$ cat config.mk
export PLATFORM = sky130hd
export DESIGN_NAME = imm_ext_pipe
export DESIGN_NICKNAME = d
export VERILOG_FILES = /design/src/rtl/imm_pkg.sv /design/src/rtl/imm_classify.sv /design/src/rtl/imm_ext_pipe.sv
export SDC_FILE = /design/constraint.sdc
export NUM_CORES = 1
export LEC_CHECK = 0
export ABC_CLOCK_PERIOD_IN_PS = 5100
export CORE_MARGIN = 2
export CORE_UTILIZATION = 44
export DETAILED_ROUTE_END_ITERATION = 10
export PLACE_DENSITY = 0.71
export RECOVER_POWER = 100
export SYNTH_ARGS = -nofsm -noshare
export SYNTH_HDL_FRONTEND = slang
export SYNTH_HIERARCHICAL = 1
export SYNTH_SLANG_ARGS = --single-unit
$ cat constraint.sdc
create_clock -name clk -period 5.1 [get_ports clk]
set_input_delay 1.275 -clock clk [delete_from_list [all_inputs] [get_ports clk]]
set_output_delay 1.275 -clock clk [all_outputs]
set_load 0.02 [all_outputs]
$ cat src/rtl/imm_pkg.sv
// Shared types and opcode match constants for the LEGv8 immediate generator.
// Opcode constants are compared against the top bits of instr[31:21]; the
// prefix constants cover only the fixed bits of their encoding.
package imm_pkg;

    typedef enum logic [2:0] {
        FMT_NONE = 3'd0,
        FMT_D    = 3'd1,
        FMT_CB   = 3'd2,
        FMT_B    = 3'd3,
        FMT_I    = 3'd4,
        FMT_IW   = 3'd5
    } imm_fmt_e;

    // Full 11-bit opcodes (instr[31:21])
    localparam logic [10:0] OP_LDUR     = 11'b1111_1000_010;
    localparam logic [10:0] OP_STUR     = 11'b1111_1000_000;
    // CBZ/CBNZ: instr[31:25]
    localparam logic [6:0]  OP_CBZ_PFX  = 7'b1011_010;
    // B: instr[31:26]
    localparam logic [5:0]  OP_B_PFX    = 6'b0001_01;
    // ADDI/SUBI: instr[31:22]
    localparam logic [9:0]  OP_ADDI     = 10'b1001_0001_00;
    localparam logic [9:0]  OP_SUBI     = 10'b1101_0001_00;
    // MOVZ: instr[31:23]
    localparam logic [8:0]  OP_MOVZ_PFX = 9'b1101_0010_1;

endpackage

$ cat src/rtl/imm_classify.sv
// Combinational instruction classifier: maps instr[31:21] to the immediate
// format tag. Encodings are tested top-down so earlier rows win on overlap.
module imm_classify
    import imm_pkg::*;
(
    input  logic [10:0] i_op,
    output logic [2:0]  o_fmt
);

    // Priority decode of the opcode field into a format tag
    always_comb begin
        // NOTE: defaulting the output first keeps every path assigned, so no latch is inferred.
        o_fmt = FMT_NONE;
        if (i_op == OP_LDUR || i_op == OP_STUR) begin
            o_fmt = FMT_D;
        end else if (i_op[10:4] == OP_CBZ_PFX) begin
            o_fmt = FMT_CB;
        end else if (i_op[10:5] == OP_B_PFX) begin
            o_fmt = FMT_B;
        end else if (i_op[10:1] == OP_ADDI || i_op[10:1] == OP_SUBI) begin
            o_fmt = FMT_I;
        end else if (i_op[10:2] == OP_MOVZ_PFX) begin
            o_fmt = FMT_IW;
        end
    end

endmodule

$ cat src/rtl/imm_ext_pipe.sv
// Two-stage pipelined immediate generator for the LEGv8 datapath.
// S1 holds the instruction and its decoded format, S2 holds the extended
// immediate and format. Valid/ready on both sides, one instruction per cycle.
// Optional feature: define IMMEXT_BRANCH_SHIFT_EN to emit CB/B immediates as
// byte offsets (sign-extended field shifted left by 2) instead of word offsets.
module imm_ext_pipe
    import imm_pkg::*;
#(
    parameter int N     = 64,
    parameter int ERR_W = 8
)(
    input  logic             clk,
    input  logic             reset,
    input  logic             flush,
    input  logic             in_valid,
    output logic             in_ready,
    input  logic [31:0]      instr,
    output logic             out_valid,
    input  logic             out_ready,
    output logic [N-1:0]     imm,
    output logic [2:0]       fmt,
    output logic [ERR_W-1:0] err_cnt
);

    // Stage 1: only instr[25:0] is needed once the format is known
    logic             r_s1_valid;
    logic [25:0]      r_s1_instr;
    imm_fmt_e         r_s1_fmt;

    // Stage 2: extended immediate and its tag
    logic             r_s2_valid;
    logic [N-1:0]     r_imm;
    imm_fmt_e         r_fmt;

    logic [ERR_W-1:0] r_err_cnt;

    logic [2:0]       w_in_fmt_raw;
    imm_fmt_e         w_in_fmt;
    logic             w_s2_adv;
    logic             w_s1_adv;
    logic             w_s1_load;
    logic             w_accept;
    logic [N-1:0]     w_iw_base;
    logic [N-1:0]     w_imm_ext;

    imm_classify u_classify (
        .i_op  (instr[31:21]),
        .o_fmt (w_in_fmt_raw)
    );

    assign w_in_fmt  = imm_fmt_e'(w_in_fmt_raw);

    // A stage advances when the one downstream of it can take its contents
    assign w_s2_adv  = !r_s2_valid | out_ready;
    assign w_s1_adv  = w_s2_adv;
    assign w_s1_load = !r_s1_valid | w_s1_adv;
    assign in_ready  = (!r_s1_valid | w_s1_adv) & !flush;
    assign w_accept  = in_valid & in_ready;

    // MOVZ payload before the halfword shift; shifting by 16*hw past N bits yields 0
    assign w_iw_base = {{(N-16){1'b0}}, r_s1_instr[20:5]};

    // Extend the S1 field selected by its format to N bits
    always_comb begin
        w_imm_ext = '0;
        case (r_s1_fmt)
            FMT_D:  w_imm_ext = {{(N-9){r_s1_instr[20]}}, r_s1_instr[20:12]};
`ifdef IMMEXT_BRANCH_SHIFT_EN
            FMT_CB: w_imm_ext = {{(N-21){r_s1_instr[23]}}, r_s1_instr[23:5], 2'b00};
            FMT_B:  w_imm_ext = {{(N-28){r_s1_instr[25]}}, r_s1_instr[25:0], 2'b00};
`else
            FMT_CB: w_imm_ext = {{(N-19){r_s1_instr[23]}}, r_s1_instr[23:5]};
            FMT_B:  w_imm_ext = {{(N-26){r_s1_instr[25]}}, r_s1_instr[25:0]};
`endif
            FMT_I:  w_imm_ext = {{(N-12){1'b0}}, r_s1_instr[21:10]};
            FMT_IW: w_imm_ext = w_iw_base << {r_s1_instr[22:21], 4'b0000};
            default: w_imm_ext = '0;
        endcase
    end

    // S1 register: capture accepted instruction, empty on flush or when drained
    always_ff @(posedge clk or posedge reset) begin
        if (reset) begin
            // NOTE: data registers are reset too, so reset leaves no X on any stage.
            r_s1_valid <= 1'b0;
            r_s1_instr <= '0;
            r_s1_fmt   <= FMT_NONE;
        end else if (flush) begin
            r_s1_valid <= 1'b0;
        end else if (w_s1_load) begin
            // NOTE: state uses non-blocking assignments so every register samples pre-edge values.
            r_s1_valid <= w_accept;
            if (w_accept) begin
                r_s1_instr <= instr[25:0];
                r_s1_fmt   <= w_in_fmt;
            end
        end
    end

    // S2 register: take S1 contents on advance; imm/fmt hold when nothing arrives
    always_ff @(posedge clk or posedge reset) begin
        if (reset) begin
            r_s2_valid <= 1'b0;
            r_imm      <= '0;
            r_fmt      <= FMT_NONE;
        end else if (flush) begin
            r_s2_valid <= 1'b0;
        end else if (w_s2_adv) begin
            r_s2_valid <= r_s1_valid;
            if (r_s1_valid) begin
                r_imm <= w_imm_ext;
                r_fmt <= r_s1_fmt;
            end
        end
    end

    // Saturating count of accepted unrecognised instructions; flush leaves it alone
    always_ff @(posedge clk or posedge reset) begin
        if (reset) begin
            r_err_cnt <= '0;
        end else if (w_accept && w_in_fmt == FMT_NONE && r_err_cnt != '1) begin
            r_err_cnt <= r_err_cnt + ERR_W'(1);
        end
    end

    assign out_valid = r_s2_valid;
    assign imm       = r_imm;
    assign fmt       = r_fmt;
    assign err_cnt   = r_err_cnt;

endmodule

# Yosys cells after proc, flatten, opt, wreduce, memory -nomap -nowiden

Index checks and enable logic that the tools add are counted.

Bits in registers: 106
Bits in latches: 0
Memory bits (writable): 0
ROM bits: 0
Input bits: 37
Word-level logic and storage cells: 49
Memories kept: 0

Add/sub/neg operators: 1
Multiply operators: 0
Div/mod/pow operators: 0
Order comparisons: 0
Eq/ne operators: 13
Shift-type cells: 1
Multiplexer cells: 10
Bitwise logic cells: 5
Reductions and logical operators: 12

Operator list:

| operator             | number |
|---|---|
| $pmux 64 s5          | 1 |
| $shl 16x6->64        | 1 |
| $eq 11x11->1 const B | 2 |
| $eq 10x10->1 const B | 2 |
| $mux 3               | 5 |
| $eq 9x9->1 const B   | 1 |
| $add 8x1->8 const B  | 1 |
| $ne 8x8->1 const B   | 1 |
| $eq 7x7->1 const B   | 1 |
| $eq 3x2->1 const B   | 2 |
| $eq 3x3->1 const B   | 2 |
| $eq 6x3->1 const B   | 1 |
| $reduce_and 3->1     | 2 |
| $mux 1               | 4 |
| $reduce_bool 2->1    | 2 |
| $eq 3x1->1 const B   | 1 |
| $logic_not 1->1      | 3 |
| $logic_not 3->1      | 1 |
| $and 1x1->1          | 2 |
| $logic_and 1x1->1    | 2 |
| $logic_or 1x1->1     | 2 |
| $or 1x1->1           | 2 |
| $not 1->1            | 1 |

# Longest topological paths before layout

Depth after elaboration: 9
Depth in mapped cells: 7
Depth with buffers taken out: 7

# Hierarchy

The synthesis kept the hierarchy.

Modules (own cells, without submodules):

| module       | instances | cells an instance | area each (um^2) | seq. area each (um^2) |
|---|---|---|---|---|
| imm_ext_pipe | 1         | 431               | 5,006.1          | 2,652.5 |
| imm_classify | 1         | 15                | 113.9            | 0.0 |

# Worst setup path after synthesis

Ideal clock, no wire load.

Kind: input -> output
Start point: in out_ready
End point: out in_ready
Arrival time: 1.747 ns
Required time: 3.825 ns
Slack: 2.078 ns
Cell stages on the path: 3
Path buffers: 0
Cell sequence: nor2b_1 -> and2_1 -> nor2_1

Word-level cells in the longest chain between the ends: 3

Ends and longest elaborated chain:

| what        | RTL line           | RTL |
|---|---|---|
| from (decl) | imm_ext_pipe.sv:19 | `input logic out_ready,` |
| $or 1x1->1  | imm_ext_pipe.sv:54 | `assign w_s2_adv = !r_s2_valid \| out_ready;` |
| $or 1x1->1  | imm_ext_pipe.sv:57 | `assign in_ready = (!r_s1_valid \| w_s1_adv) & !flush;` |
| $and 1x1->1 | imm_ext_pipe.sv:57 |  |
| to (decl)   | imm_ext_pipe.sv:16 | `output logic in_ready,` |

Every way passes these cells.

# Worst setup path in the final report

Same ends and word-level chain as after synthesis.

==> reports/summary.md <==
* run status: finished, violations left
* violations in the final reports: capacitance limit, slew limit
* worst max-slew margin expressed relative to the limit: -0.137
* number of placement rows: 39
* proportion of synthesized flip-flops having asynchronous set or reset: 1.00
* post-synthesis cell area: 5120 sq um
* via count: 4057
* total track usage: 0.212
* remaining antenna violation count after routing: 0
* average vias per placed instance: 5.97
* PwrDens: 320 nW/um^2
* TritonCTS clock tree: yes
* average cell area after synthesis: 11.5 sq um
* wire length of the first global-routing pass: 21000 um
* # Post-CTS Setup Buffers: 0
* post-CTS clock slew at the launch and capture registers of the worst setup and hold paths: 0.07 ns
* final worst-path cycle share: 0.813
* number of violations reported at the end of detailed-routing iteration 0: 301
* post-layout minimum cycle time: 4.14 ns
* final count of negative-setup-slack endpoints: 0
* vertical die dimension: 112 um
* # nets final: 570
* Inserted Diodes: 0
* Tightest Pin Transition: 1.71 ns
* die outline area: 12500 sq um
* final setup TNS: 0 ns
* initial cell density of the core: 0.450
* number of detailed-route iterations in the first pass: 5
* count of distinct cell types in the synthesized netlist: 61
* core area: 11400 sq um
* DPL Wire Length: 8840 um
* maximum clock insertion buffer count: 2
* highest fanout seen on the critical path: 3
* number of global-route vias before repair: 3918
* largest net degree at the start of global routing: 82
* Cells after Synth: 446
* number of enable-type register cells in the synthesized netlist: 0
* max-slew violation total from the final report: 30
* commonest register cell after synthesis: sky130_fd_sc_hd__dfrtp_1
* Pleak: 3.02 nW
* synthesis-stage register bit count: 106
* post-synthesis sequential area ratio: 0.518
* Num Clock Sinks: 106
* Req. time, crit path: 3.83 ns
* number of H-tree levels: 3
* total overflow reported by the global router: 0
* maximum vdd drop: 222 uV
* total routed wirelength: 13200 um
* Clk Tree Root Cell: sky130_fd_sc_hd__clkbuf_16
* synthesized net count: 484
* clock latency on the worst-skew pair: 0.35 ns
* yosys synthesis warning count: 6
* Post-route DRC: 0
* worst hold slack across all endpoints: 0.487 ns
* area added between synthesis and finish: 26.8%
* number of ports placed on the die boundary: 114
* crit path DAT: 2.87 ns
* buffers added on ports: 113
* startpoint type of the worst setup path: primary input
* setup repair after global routing missed its margin: no
* Wirelength per Cell: 19.5 um
* die width: 112 um
* endpoint kind of the worst setup timing path: primary output
* hold crit path type: reg2reg
* number of endpoints with negative hold slack in the final report: 0
* upper clock frequency limit: 241 MHz
* # hold bufs at CTS: 0
* total CTS buffers: 9
* number of filler instances in the final layout: 1040
* reported max-cap violation count: 2
* antenna violations before repair: 0
* last weighted congestion value of the routability-driven placer: 0.856
* cells resized by post-CTS repair: 0
* type of the setup path with the least slack: in2out
* worst clock skew: 0.00758 ns
* share of post-route cells with drive strength above 1: 0.121
## kinds of logic (layout without fill, tap and decap cells)
| logic type | Yosys count | in the layout | synth area share |
|---|---|---|---|
| flip-flops | 106 | 106 | 0.518 |
| buffers and inverters | 45 | 136 | 0.0481 |
| XOR/XNOR | 7 | 7 | 0.0120 |
| AND/OR/NAND/NOR | 124 | 124 | 0.144 |
| AO/OA/AOI/OAI | 125 | 125 | 0.192 |
| adder cells (fa/ha/maj) | 1 | 1 | 0.00244 |
| multiplexers | 38 | 38 | 0.0833 |
## power breakdown
part | total [mW] | leakage, nW | switching (mW) | internal, mW
sequential | 1.06 | 1.38 | 0.129 | 0.926
clock | 0.656 | 0.134 | 0.318 | 0.338
combinational | 0.368 | 1.50 | 0.183 | 0.185
## state kept, by name (all words and copies together), names as in the netlist
name / flops
r_s1_valid: 1
r_s1_instr: 26
fmt: 3
err_cnt: 8
out_valid: 1
r_s1_fmt: 3
imm: 64
## critical path: stages
cell and delay, ns:
sky130_fd_sc_hd__dlygate4sd3_1 0.57, sky130_fd_sc_hd__nor2b_1 0.15, sky130_fd_sc_hd__and2_0 0.17, sky130_fd_sc_hd__nor2_1 0.05, sky130_fd_sc_hd__dlygate4sd3_1 0.65
## cell usage after synthesis (3+ instances only)
library cell / number / area (sq um)
sky130_fd_sc_hd__nor2b_1: 7 / 43.8
sky130_fd_sc_hd__o211ai_1: 3 / 22.5
sky130_fd_sc_hd__a21o_1: 7 / 52.6
sky130_fd_sc_hd__a2bb2oi_1: 6 / 52.6
sky130_fd_sc_hd__buf_6: 5 / 56.3
sky130_fd_sc_hd__nor3_1: 4 / 20.0
sky130_fd_sc_hd__a221o_1: 40 / 400
sky130_fd_sc_hd__a21boi_0: 4 / 30.0
sky130_fd_sc_hd__dfrtp_1: 106 / 2650
sky130_fd_sc_hd__nand2b_1: 3 / 18.8
sky130_fd_sc_hd__xnor2_1: 3 / 26.3
sky130_fd_sc_hd__mux2_2: 37 / 417
sky130_fd_sc_hd__nand4_1: 5 / 31.3
sky130_fd_sc_hd__a21oi_1: 28 / 140
sky130_fd_sc_hd__xor2_1: 4 / 35.0
sky130_fd_sc_hd__nand3b_1: 3 / 22.5
sky130_fd_sc_hd__buf_2: 16 / 80.1
sky130_fd_sc_hd__and3_1: 8 / 50.1
sky130_fd_sc_hd__a32oi_1: 10 / 87.6
sky130_fd_sc_hd__a211o_1: 8 / 70.1
sky130_fd_sc_hd__buf_4: 5 / 37.5
sky130_fd_sc_hd__nand2_1: 32 / 120
sky130_fd_sc_hd__nand3_1: 13 / 65.1
sky130_fd_sc_hd__nor2_1: 17 / 63.8
sky130_fd_sc_hd__and2_1: 8 / 50.1
sky130_fd_sc_hd__inv_1: 3 / 11.3
sky130_fd_sc_hd__o21ai_0: 10 / 50.1
sky130_fd_sc_hd__clkbuf_1: 14 / 52.6
## cell usage in the layout (no fill, tap or decap), types with 4 or more instances in the layout
master and instances:
sky130_fd_sc_hd__a211o_1 8, sky130_fd_sc_hd__a21boi_0 4, sky130_fd_sc_hd__a21o_1 7, sky130_fd_sc_hd__a21oi_1 28, sky130_fd_sc_hd__a221o_1 40, sky130_fd_sc_hd__a2bb2oi_1 6
sky130_fd_sc_hd__a32oi_1 10, sky130_fd_sc_hd__and2_1 7, sky130_fd_sc_hd__and3_1 8, sky130_fd_sc_hd__clkbuf_16 9, sky130_fd_sc_hd__clkdlybuf4s50_1 33, sky130_fd_sc_hd__dfrtp_1 106
sky130_fd_sc_hd__dlygate4sd3_1 80, sky130_fd_sc_hd__inv_6 4, sky130_fd_sc_hd__mux2_2 37, sky130_fd_sc_hd__nand2_1 32, sky130_fd_sc_hd__nand3_1 13, sky130_fd_sc_hd__nand4_1 5
sky130_fd_sc_hd__nor2_1 17, sky130_fd_sc_hd__nor2b_1 7, sky130_fd_sc_hd__nor3_1 4, sky130_fd_sc_hd__o21ai_0 10, sky130_fd_sc_hd__xor2_1 4
## worst paths after layout
path / start / endpoint / slack [ns] / cells past startpoint
worst max-delay path: out_ready / in_ready / 0.96 / 5
worst min-delay path: err_cnt[5] / err_cnt[5] / 0.49 / 1
worst max register to register: r_s1_valid / imm[54] / 2.21 / 4
worst min register to register: err_cnt[5] / err_cnt[5] / 0.49 / 1
max in group asynchronous: reset / imm[36] / 1.72 / 3
min in group asynchronous: reset / r_s1_instr[20] / 1.62 / 2
## routing by layer
| layer | wire (um) | track usage | up-vias | share of wire |
|---|---|---|---|---|
| li1 | - | - | 1857 | - |
| met1 | 5910 | 0.301 | 2012 | 0.45 |
| met2 | 6230 | 0.334 | 169 | 0.47 |
| met3 | 952 | 0.0517 | 19 | 0.072 |
| met4 | 152 | 0.0477 | 0 | 0.011 |
| met5 | 0 | 0 | - | 0 |
## per-stage QoR
stage          total power [mW]  setup WS (ns)  instance area, sq um   util  cells
2_1_floorplan              1.25           1.04                  5120      -    446
3_3_place_gp               1.46           1.16                  6230  0.548    664
3_5_place_dp               1.47           1.13                  6230  0.548    664
4_1_cts                    2.13           1.12                  6510  0.573    680
5_1_grt                    2.18          0.853                  6490  0.571    680
6_report                   2.08          0.956                  6490  0.571    680
## layout make-up
cell class | instances | area, sq um | share of cell area
clock buffers | 10 | 229 | 0.0353
well taps | 143 | 179 | 0.0276
repair buffers | 117 | 1150 | 0.178
multi-input cells | 295 | 2210 | 0.341
clock inverters | 6 | 47.5 | 0.00733
flip-flops and latches | 106 | 2650 | 0.409
inverters | 3 | 13.8 | 0.00212
(Power assumes the default switching activity.)
